===== src/rtl/frame_buf_ring_pkg.sv =====
// Shared definitions for the frame_buf_ring slice: strobe polarities,
// writer/reader state encodings and the FSM debug struct.
package frame_buf_ring_pkg;

  // Strobe polarities. The word strobes are active-low and the flags are active-high.
  localparam logic ASSERT_L   = 1'b0;
  localparam logic DEASSERT_L = 1'b1;
  localparam logic ASSERT_H   = 1'b1;
  localparam logic DEASSERT_H = 1'b0;

  // Writer FSM states.
  typedef enum logic {
    W_IDLE = 1'b0,
    W_FILL = 1'b1
  } w_state_t;

  // Reader FSM states.
  typedef enum logic {
    R_IDLE = 1'b0,
    R_READ = 1'b1
  } r_state_t;

  // Both FSM states, exported on the debug port.
  typedef struct packed {
    w_state_t w_state;
    r_state_t r_state;
  } fsm_dbg_t;

endpackage


===== src/rtl/frame_buf_ring_mem.sv =====
// Simple dual-port frame memory: one write port and one registered read port
// with 1-cycle latency. The array itself is never reset. Only the read data
// and valid registers are cleared.
module frame_buf_ring_mem #(
  parameter int DATA_WIDTH = 32,
  parameter int ADDR_WIDTH = 4,
  parameter int DEPTH      = 16
) (
  input  logic                  clk,
  input  logic                  reset,
  input  logic                  we,
  input  logic [ADDR_WIDTH-1:0] waddr,
  input  logic [DATA_WIDTH-1:0] wdata,
  input  logic                  re,
  input  logic [ADDR_WIDTH-1:0] raddr,
  output logic [DATA_WIDTH-1:0] rdata,
  output logic                  rvalid
);

  logic [DATA_WIDTH-1:0] mem [DEPTH];

  // Write port: store one word per enabled cycle.
  always_ff @(posedge clk) begin
    if (we) begin
      mem[waddr] <= wdata;
    end
  end

  // Read port: register the word one cycle after issue. rdata holds its value while idle.
  always_ff @(posedge clk) begin
    if (reset) begin
      rdata  <= '0;
      rvalid <= 1'b0;
    end else begin
      rvalid <= re;
      if (re) begin
        rdata <= mem[raddr];
      end
    end
  end

endmodule


===== src/rtl/frame_buf_ring.sv =====
// frame_buf_ring: ring of NUM_BUFS frame slots between a producer and a
// consumer in one clock domain. The writer fills slot wr_idx while the reader
// drains the oldest completed slot rd_idx, so frames leave in arrival order.
// The optional dropped-frame counter is enabled by defining FRAME_BUF_RING_STATS_EN.
//
// Handshake: wr_en_in and rd_en_in are active-low strobes with no back-pressure.
// Each low cycle moves exactly one word, and there is no ready signal.
// A write strobe is accepted or discarded in the same cycle, and a discard is
// flagged on wr_drop in the next cycle.
// A read strobe issues a word only while a read is in progress or rd_rdy is high.
// Each issued word appears on data_out with rd_data_valid one cycle later.
module frame_buf_ring
  import frame_buf_ring_pkg::*;
#(
  parameter int DATA_WIDTH    = 32,
  parameter int ADDR_WIDTH    = 3,
  parameter int NUM_BUFS      = 2,
  parameter int BUF_IDX_WIDTH = 1,
  parameter int CNT_WIDTH     = 2
) (
  input  logic                  clk,
  input  logic                  reset,
  input  logic                  wr_en_in,
  input  logic                  wr_sof,
  input  logic [DATA_WIDTH-1:0] data_in,
  input  logic                  rd_en_in,
  output logic [DATA_WIDTH-1:0] data_out,
  output logic                  rd_data_valid,
  output logic                  rd_eof,
  output logic                  rd_rdy,
  output logic [CNT_WIDTH-1:0]  frame_cnt,
  output logic                  wr_full,
  output logic                  wr_drop,
  output logic                  wr_err,
  output logic [15:0]           drop_cnt,
  output fsm_dbg_t              dbg
);

  localparam int FRAME_WORDS = 1 << ADDR_WIDTH;
  localparam int PHYS_WIDTH  = BUF_IDX_WIDTH + ADDR_WIDTH;
  localparam int MEM_DEPTH   = NUM_BUFS * FRAME_WORDS;
  localparam logic [ADDR_WIDTH-1:0]    LAST_WORD = ADDR_WIDTH'(FRAME_WORDS - 1);
  localparam logic [BUF_IDX_WIDTH-1:0] LAST_IDX  = BUF_IDX_WIDTH'(NUM_BUFS - 1);
  localparam logic [CNT_WIDTH-1:0]     CNT_FULL  = CNT_WIDTH'(NUM_BUFS);

  w_state_t                 w_state;
  r_state_t                 r_state;
  logic [BUF_IDX_WIDTH-1:0] wr_idx;
  logic [BUF_IDX_WIDTH-1:0] rd_idx;
  logic [ADDR_WIDTH-1:0]    w_addr;
  logic [ADDR_WIDTH-1:0]    r_addr;

  logic                     wr_strobe;
  logic                     rd_strobe;
  logic                     mem_we;
  logic [PHYS_WIDTH-1:0]    mem_waddr;
  logic                     mem_re;
  logic [PHYS_WIDTH-1:0]    mem_raddr;
  logic                     frame_done;
  logic                     frame_release;
  logic                     drop_word;
  logic                     sof_err;
  logic                     reading;

  // Slot indices wrap explicitly, because NUM_BUFS need not be a power of two.
  function automatic logic [BUF_IDX_WIDTH-1:0] next_idx(input logic [BUF_IDX_WIDTH-1:0] idx);
    return (idx == LAST_IDX) ? '0 : idx + BUF_IDX_WIDTH'(1);
  endfunction

  // During reset the strobes are masked, so the memory is not touched.
  assign wr_strobe = (wr_en_in == ASSERT_L) && (reset == DEASSERT_H);
  assign rd_strobe = (rd_en_in == ASSERT_L) && (reset == DEASSERT_H);

  // wr_full comes from the registered count.
  // A slot released this cycle therefore becomes writable in the next cycle.
  assign wr_full = (frame_cnt == CNT_FULL);
  assign reading = (r_state == R_READ);
  // A frame being drained does not count as an unread frame.
  assign rd_rdy  = (frame_cnt > {{(CNT_WIDTH-1){1'b0}}, reading});
  assign dbg     = '{w_state: w_state, r_state: r_state};

  // Writer decode: decide whether to write, discard or restart, and whether this word completes a frame.
  always_comb begin
    mem_we     = 1'b0;
    mem_waddr  = {wr_idx, {ADDR_WIDTH{1'b0}}};
    frame_done = 1'b0;
    drop_word  = 1'b0;
    sof_err    = 1'b0;
    if (wr_strobe) begin
      unique case (w_state)
        W_IDLE: begin
          // Only an sof word with a free slot opens a frame. Every other word is discarded.
          if ((wr_sof == ASSERT_H) && !wr_full) begin
            mem_we = 1'b1;
          end else begin
            drop_word = 1'b1;
          end
        end
        W_FILL: begin
          mem_we = 1'b1;
          if (wr_sof == ASSERT_H) begin
            // An sof received mid-frame restarts the same slot at word 0.
            sof_err = 1'b1;
          end else begin
            mem_waddr  = {wr_idx, w_addr};
            frame_done = (w_addr == LAST_WORD);
          end
        end
        default: ;
      endcase
    end
  end

  // Reader decode: issue a word while a read is in progress, or start a new frame when one is ready.
  always_comb begin
    mem_re        = rd_strobe && (reading || rd_rdy);
    mem_raddr     = {rd_idx, reading ? r_addr : {ADDR_WIDTH{1'b0}}};
    frame_release = mem_re && reading && (r_addr == LAST_WORD);
  end

  // Writer FSM, slot index and registered write-side pulses.
  always_ff @(posedge clk) begin
    if (reset) begin
      w_state <= W_IDLE;
      w_addr  <= '0;
      wr_idx  <= '0;
      wr_drop <= 1'b0;
      wr_err  <= 1'b0;
    end else begin
      wr_drop <= drop_word;
      wr_err  <= sof_err;
      if (wr_strobe) begin
        unique case (w_state)
          W_IDLE: begin
            if (mem_we) begin
              w_state <= W_FILL;
              w_addr  <= ADDR_WIDTH'(1);
            end
          end
          W_FILL: begin
            if (wr_sof == ASSERT_H) begin
              w_addr <= ADDR_WIDTH'(1);
            end else if (frame_done) begin
              w_state <= W_IDLE;
              w_addr  <= '0;
              wr_idx  <= next_idx(wr_idx);
            end else begin
              w_addr <= w_addr + ADDR_WIDTH'(1);
            end
          end
          default: ;
        endcase
      end
    end
  end

  // Reader FSM, slot index and end-of-frame flag aligned with the read data.
  always_ff @(posedge clk) begin
    if (reset) begin
      r_state <= R_IDLE;
      r_addr  <= '0;
      rd_idx  <= '0;
      rd_eof  <= 1'b0;
    end else begin
      rd_eof <= frame_release;
      if (mem_re) begin
        unique case (r_state)
          R_IDLE: begin
            r_state <= R_READ;
            r_addr  <= ADDR_WIDTH'(1);
          end
          R_READ: begin
            if (frame_release) begin
              r_state <= R_IDLE;
              r_addr  <= '0;
              rd_idx  <= next_idx(rd_idx);
            end else begin
              r_addr <= r_addr + ADDR_WIDTH'(1);
            end
          end
          default: ;
        endcase
      end
    end
  end

  // Completed-frame count. When a frame completes and a slot is released in the same cycle, the count is unchanged.
  always_ff @(posedge clk) begin
    if (reset) begin
      frame_cnt <= '0;
    end else begin
      unique case ({frame_done, frame_release})
        2'b10:   frame_cnt <= frame_cnt + CNT_WIDTH'(1);
        2'b01:   frame_cnt <= frame_cnt - CNT_WIDTH'(1);
        default: ;
      endcase
    end
  end

`ifdef FRAME_BUF_RING_STATS_EN
  logic        drop_sof;
  logic [15:0] drop_cnt_q;

  // A dropped frame is counted once, on its discarded sof word.
  assign drop_sof = wr_strobe && (w_state == W_IDLE) && (wr_sof == ASSERT_H) && wr_full;

  // Saturating dropped-frame counter.
  always_ff @(posedge clk) begin
    if (reset) begin
      drop_cnt_q <= '0;
    end else if (drop_sof && (drop_cnt_q != 16'hFFFF)) begin
      drop_cnt_q <= drop_cnt_q + 16'd1;
    end
  end

  assign drop_cnt = drop_cnt_q;
`else
  assign drop_cnt = '0;
`endif

  frame_buf_ring_mem #(
    .DATA_WIDTH (DATA_WIDTH),
    .ADDR_WIDTH (PHYS_WIDTH),
    .DEPTH      (MEM_DEPTH)
  ) u_mem (
    .clk    (clk),
    .reset  (reset),
    .we     (mem_we),
    .waddr  (mem_waddr),
    .wdata  (data_in),
    .re     (mem_re),
    .raddr  (mem_raddr),
    .rdata  (data_out),
    .rvalid (rd_data_valid)
  );

endmodule


===== config.mk =====
export PLATFORM = sky130hd
export DESIGN_NAME = frame_buf_ring
export DESIGN_NICKNAME = d
export VERILOG_FILES = /design/src/rtl/frame_buf_ring_pkg.sv /design/src/rtl/frame_buf_ring_mem.sv /design/src/rtl/frame_buf_ring.sv
export SDC_FILE = /design/constraint.sdc
export NUM_CORES = 1
export LEC_CHECK = 0
export BUFFER_PORTS_ARGS = -buffer_cell sky130_fd_sc_hd__buf_2
export CORE_MARGIN = 5
export CORE_UTILIZATION = 40
export CTS_CLUSTER_DIAMETER = 150
export DETAILED_ROUTE_END_ITERATION = 8
export PLACE_DENSITY = 0.52
export SYNTH_ARGS = -nofsm -noshare
export SYNTH_HDL_FRONTEND = slang
export SYNTH_SLANG_ARGS = --single-unit
export TNS_END_PERCENT = 100

===== constraint.sdc =====
create_clock -name clk -period 12.43 [get_ports clk]
set_input_delay 2.486 -clock clk [delete_from_list [all_inputs] [get_ports clk]]
set_output_delay 2.486 -clock clk [all_outputs]
set_load 0.01 [all_outputs]

# Yosys cells after proc, flatten, opt, wreduce, memory -nomap -nowiden
# Memories as Yosys holds them, arrays and structs flattened. A register that Yosys moved wholly into a read port is not among the register bits.
# Index checks and enable logic that the tools add are counted.
# Widths: inputs -> output; s select.
[totals]
register_bits = 16
latch_bits = 0
mem_bits_rw = 512
romBits = 0
in_bits = 37
out_inout_bits = 58
elab_cells = 74
mem_count = 1
[classes]
add_sub_neg = 6
n_mul = 0
div_mod_pow = 0
magnitude_cmp = 1
n_eq_ne = 6
n_shift = 0
n_mux = 28
n_bitwise = 7
reduce_logical = 14
[memory_table]
columns = ["name", "depth", "word_bits", "rd", "rd_ports_with_merged_regs", "write_ports", "line_no", "rtl"]
rows = [
  ["u_mem.mem", 16, 32, 1, 1, 1, "frame_buf_ring_mem.sv:20", "logic [DATA_WIDTH-1:0] mem [DEPTH];"],
]
[ops]
columns = ["op", "n"]
rows = [
  ["$mux 3", 8],
  ["$mux 1", 14],
  ["$pmux 3 s2", 2],
  ["$not 1->1", 7],
  ["$add 3x1->3 const B", 2],
  ["$eq 3x3->1 const B", 2],
  ["$logic_and 1x1->1", 6],
  ["$pmux 1 s2", 3],
  ["$reduce_or 3->1", 2],
  ["$eq 2x2->1 const B", 2],
  ["$pmux 2 s2", 1],
  ["$reduce_and 4->1", 1],
  ["$reduce_and 3->1", 1],
  ["$add 1x1->1 const B", 2],
  ["$add 2x1->2 const B", 1],
  ["$eq 2x1->1 const B", 1],
  ["$gt 2x1->1", 1],
  ["$ne 2x2->1 const B", 1],
  ["$reduce_and 2->1", 1],
  ["$reduce_bool 2->1", 1],
  ["$sub 2x1->2 const B", 1],
  ["$logic_not 1->1", 1],
  ["$logic_or 1x1->1", 1],
]

# Depth between registers and ports, before layout
[logic_depth]
ltp_word = 8
depth_mapped = 9
depth_no_buf = 7

# Modules after synthesis
# A second synthesis with hierarchy kept.
[hier_totals]
cells_unflattened = 1322
hier_area_um2 = 21830.9
[by_module_without_submodules]
columns = ["mod", "n_inst", "cells_each", "area_per_inst_um2", "seq_area_each_um2"]
rows = [
  ["frame_buf_ring_mem", 1, 1218, 20917.6, 16035.4],
  ["frame_buf_ring", 1, 104, 913.4, 300.3],
]

# Worst setup path after synthesis
# No wires, ideal clock.
[synth_path]
kind = "input-to-reg"
from = "input reset"
to = "memory u_mem.mem[1][0], enable pin"
setup_time_ns = 0.461
arrival_ns = 5.585
required_ns = 11.969
setup_slack_ns = 6.384
stages = 4
n_path_buf = 1
cell_sequence = "clkbuf_1 > nor4b_2 > nand3b_1 > nor3_1"
[synth_via]
elab_chain_cells = 5
elab_cells_between_ends = 6
cone_classes = "4 x mux; 1 x bitwise; 1 x reduce/logical"
[synth_rtl]
columns = ["element", "line_no", "rtl"]
rows = [
  ["start, declared", "frame_buf_ring.sv:22", "input logic reset,"],
  ["$not 1->1 (*)", "frame_buf_ring.sv:71", "assign wr_strobe = (wr_en_in == ASSERT_L) && (reset == DEASSERT_H);"],
  ["$logic_and 1x1->1 (*)", "frame_buf_ring.sv:71", ""],
  ["$mux 1", "frame_buf_ring.sv:89", "if (wr_strobe) begin"],
  ["$mux 1", "frame_buf_ring_mem.sv:24", "if (we) begin"],
  ["$mux 1 (not written as such)", "frame_buf_ring_mem.sv:25", "mem[waddr] <= wdata;"],
  ["end, declared", "frame_buf_ring_mem.sv:20", ""],
]
# Every way passes the cells marked *; elsewhere a longest branch is shown, timed or not.

# Final worst setup path
[layout_path]
from = "input reset"
to = "memory u_mem.mem[5][15], enable pin"
# Same word-level chain as after synthesis.

==> key figures <==
Placed design
  – HPWL Detailed: 30400 um
  – PortBufs: 78
  – Placer Congestion: 0.729

Detailed routing
  – Met2 Routed Length: 28200 um
  – Vias/cell: 5.50
  – Initial detailed-routing violation count: 881
  – DR WL/cell: 26.7 um
  – DRC: 0
  – Top routing layer in use: met4
  – Vias post-DR: 11700
  – Routed wl met3: 2640 um
  – Metal1 wirelength: 24700 um
  – Detailed Route WL: 56800 um
  – Final ANT Viol Nets: 0
  – DRT Pass-1 Iters: 5

GRT
  – Largest net degree at the start of global routing: 57
  – Initial antenna violation count: 1
  – Vias in the first global route: 12000
  – Gr usage total: 18.5%
  – First-pass GRT wire length: 82800 um
  – Gr ovfl total: 0

Floorplanning
  – Die area: 60700 um2
  – IO Pins: 95
  – Die Y: 246 um
  – Initial Utilization: 40.5%
  – Core Area: 55200 um2
  – Row count: 86
  – Die Wd: 246 um

Critical path
  – Delay-heaviest family, CP: simple AND/OR/NAND/NOR gates
  – Crit path DAT: 5.05 ns
  – Reg2reg end: frame_cnt[1]
  – Crit-path max FO: 32
  – Critical path endpoint category: register
  – Critical Path Stages: 4
  – Reg-to-Reg Start: r_addr[1]
  – Max stage delay on crit path: 1.08 ns
  – Crit. Startpoint: reset
  – Critical path type: primary input to register
  – Startpoint Class: primary input
  – Bufs and invs on worst path: 1
  – CP max stage cell: nor2_4
  – CP required: 12.64 ns
  – Reg2Reg Depth: 8
  – Critical path cell sequence: buf_2, nor4b_2, nand3b_1, nor2_4
  – Worst R2R Setup Slack: 8.83 ns
  – Worst setup endpoint: u_mem.mem[5][15]

Synthesis
  – Sequential fraction of the synthesis area: 73.1%
  – Synth area leaders: edfxtp_1 (69%), mux4_2 (6.4%), dfxtp_1 (4.3%)
  – Area leader, netlist: edfxtp_1
  – Top-area cell type share of the netlist area: 68.8%
  – Most used DFF post-synth: edfxtp_1
  – #FFs+latches synth: 560
  – Avg Inst Size Synth: 17.9 um2
  – Syn Inst Count: 1248
  – Post-synth EDFFs: 512
  – Syn Std Cell Area: 22400 um2
  – Ys Warns: 0
  – Ys async rst share: 0%
  – Cell variety after synth: 52

Pwr
  – Internal power contribution: 3060 uW
  – Switch Pwr: 759 uW
  – Static Leak: 0.00803 uW
  – Combinational share of power: 1.3%
  – Net Sw Frac: 19.9%
  – PwrDens: 150 nW/um2
  – Final Power: 3820 uW
  – Maximum vdd drop: 104 uV
  – Seq pwr share: 53.9%
  – Clk pwr share: 44.7%

STA
  – Slew of the pin with the lowest slew margin: 1.26 ns
  – Slew margin rel.: 15.7%
  – Fin Setup TNS: 0 ns
  – Final clock skew: 0.0155 ns
  – Final setup fails: 0
  – Final hold vios: 0
  – Max Slew Vio Count: 0
  – Tmin final: 4.84 ns
  – FMAX: 207 MHz
  – RSZ-0062 raised after global routing: false
  – Final period util: 38.9%

Cells and area
  – Commonest non-fill, non-tap cell in the layout: edfxtp_1
  – Nets: 1370
  – Layout cells sized above 1: 22.0%
  – Most frequent cells in the layout: edfxtp_1 (512), buf_2 (78), mux4_2 (64), mux2i_1 (64), clkbuf_16 (61)
  – Fillers: 4748
  – Layout area overhead: 13.5%
  – Antenna cells: 0

Clock network
  – Clock latency on the worst-skew pair: 0.61 ns
  – TritonCTS clock tree: built
  – Clock Sinks: 560
  – Clock Path Buffers: 3
  – CTS Root Buffer Type: clkbuf_16
  – H-tree lvl count: 2
  – CTS buffer count: 59
  – Cts-stage hold buffer count: 0
  – Post-CTS sizing: 0
  – Clock slew at reported path FFs: 0.06 ns
  – Post-CTS setup buffers: 0

Outcome
  – Outcome: completed

Hold path
  – Worst hold path type: register to register

Flow run
  – Maxcap violations: 0
per-stage QoR:
| stage | setup slack [ns] | instances | cell area (um2) | util [%] | hold WS [ns] |
|---|---|---|---|---|---|
| 2_1_floorplan | 6.38 | 1263 | 22400 | - | 0.484 |
| 3_3_place_gp | 6.99 | 2014 | 23500 | 42.6 | 0.498 |
| 3_5_place_dp | 6.99 | 2014 | 23500 | 42.6 | 0.501 |
| 4_1_cts | 7.64 | 2125 | 25400 | 46.0 | 0.510 |
| 5_1_grt | 7.52 | 2125 | 25400 | 46.0 | 0.537 |
| 6_report | 7.59 | 2125 | 25400 | 46.0 | 0.506 |
power by group through the flow:
stage / logic [uW] / registers (uW) / clock network (uW)
2_1_floorplan: 17.4 / 2100 / 0
5_1_grt: 55.0 / 2060 / 1830
3_3_place_gp: 49.0 / 2100 / 0
4_1_cts: 50.5 / 2060 / 1750
3_5_place_dp: 50.5 / 2100 / 0
6_report: 50.0 / 2060 / 1710
synthesized netlist by cell type (6+ instances only):
| cell type | n |
|---|---|
| edfxtp_1 | 512 |
| mux2i_1 | 64 |
| mux4_2 | 64 |
| dfxtp_1 | 48 |
| a21oi_1 | 40 |
| buf_2 | 37 |
| clkbuf_1 | 37 |
| and2_0 | 34 |
| and3b_1 | 33 |
| o221ai_1 | 33 |
| a31oi_1 | 32 |
| nand2b_1 | 32 |
| o21a_1 | 32 |
| o2bb2ai_1 | 32 |
| o2111ai_1 | 31 |
| and2_1 | 30 |
| buf_4 | 21 |
| a2bb2oi_2 | 20 |
| nor2_1 | 20 |
| nand2_1 | 13 |
| buf_6 | 12 |
| a2bb2oi_1 | 10 |
| inv_1 | 7 |
| ha_1 | 6 |
cell type report:
cell class	count	area (um2)	share of cell area (%)
Sequential cell	560	16300	64.4
Multi-Input combinational cell	588	5580	22.0
Clock buffer	87	1630	6.44
Tap cell	748	936	3.69
Timing Repair Buffer	110	631	2.48
Clock inverter	24	225	0.887
Inverter	8	30.0	0.118
routing by layer:
metal / global-route usage (%) / up-vias
met5: 0 / -
met4: 4.32 / 0
met3: 3.51 / 78
met2: 31.4 / 278
met1: 25.0 / 6158
li1: - / 5176
logic make-up (layout without fill, tap and decap cells):
kind of cell | after synthesis | in the layout | synth area share, %
flip-flops | 560 | 560 | 73.1
buffers and inverters | 115 | 229 | 2.89
adder cells (fa/ha/maj) | 6 | 6 | 0.336
XOR/XNOR | 3 | 3 | 0.118
AO/OA/AOI/OAI | 249 | 249 | 8.99
AND/OR/NAND/NOR | 186 | 186 | 5.28
multiplexers | 128 | 128 | 9.31
other | 1 | 16 | 0.0168
worst min-delay path, cell delays in order, from the launching register on:
cell and delay [ns]:
dfxtp_1 0.31, a21oi_1 0.11, a31oi_1 0.04
worst min path at each step:
stage,depth (start not counted),to,slack [ns],start
after floorplan,2,w_state,0.48,w_state
after global placement,2,u_mem.rdata[27],0.50,u_mem.rdata[27]
after detailed placement,2,u_mem.rdata[24],0.50,u_mem.rdata[24]
after CTS,2,u_mem.rdata[24],0.51,u_mem.rdata[24]
after global routing,2,u_mem.rdata[30],0.54,u_mem.rdata[30]
final,2,u_mem.rdata[24],0.51,u_mem.rdata[24]
sequential cells by signal, summed over array words and instances, names as in the netlist:
signal,cells
frame_cnt,2
r_addr,3
r_state,1
rd_eof,1
rd_idx,1
u_mem.mem,512
u_mem.rdata,32
u_mem.rvalid,1
w_addr,3
w_state,1
wr_drop,1
wr_err,1
wr_idx,1
(Power assumes the default switching activity.)
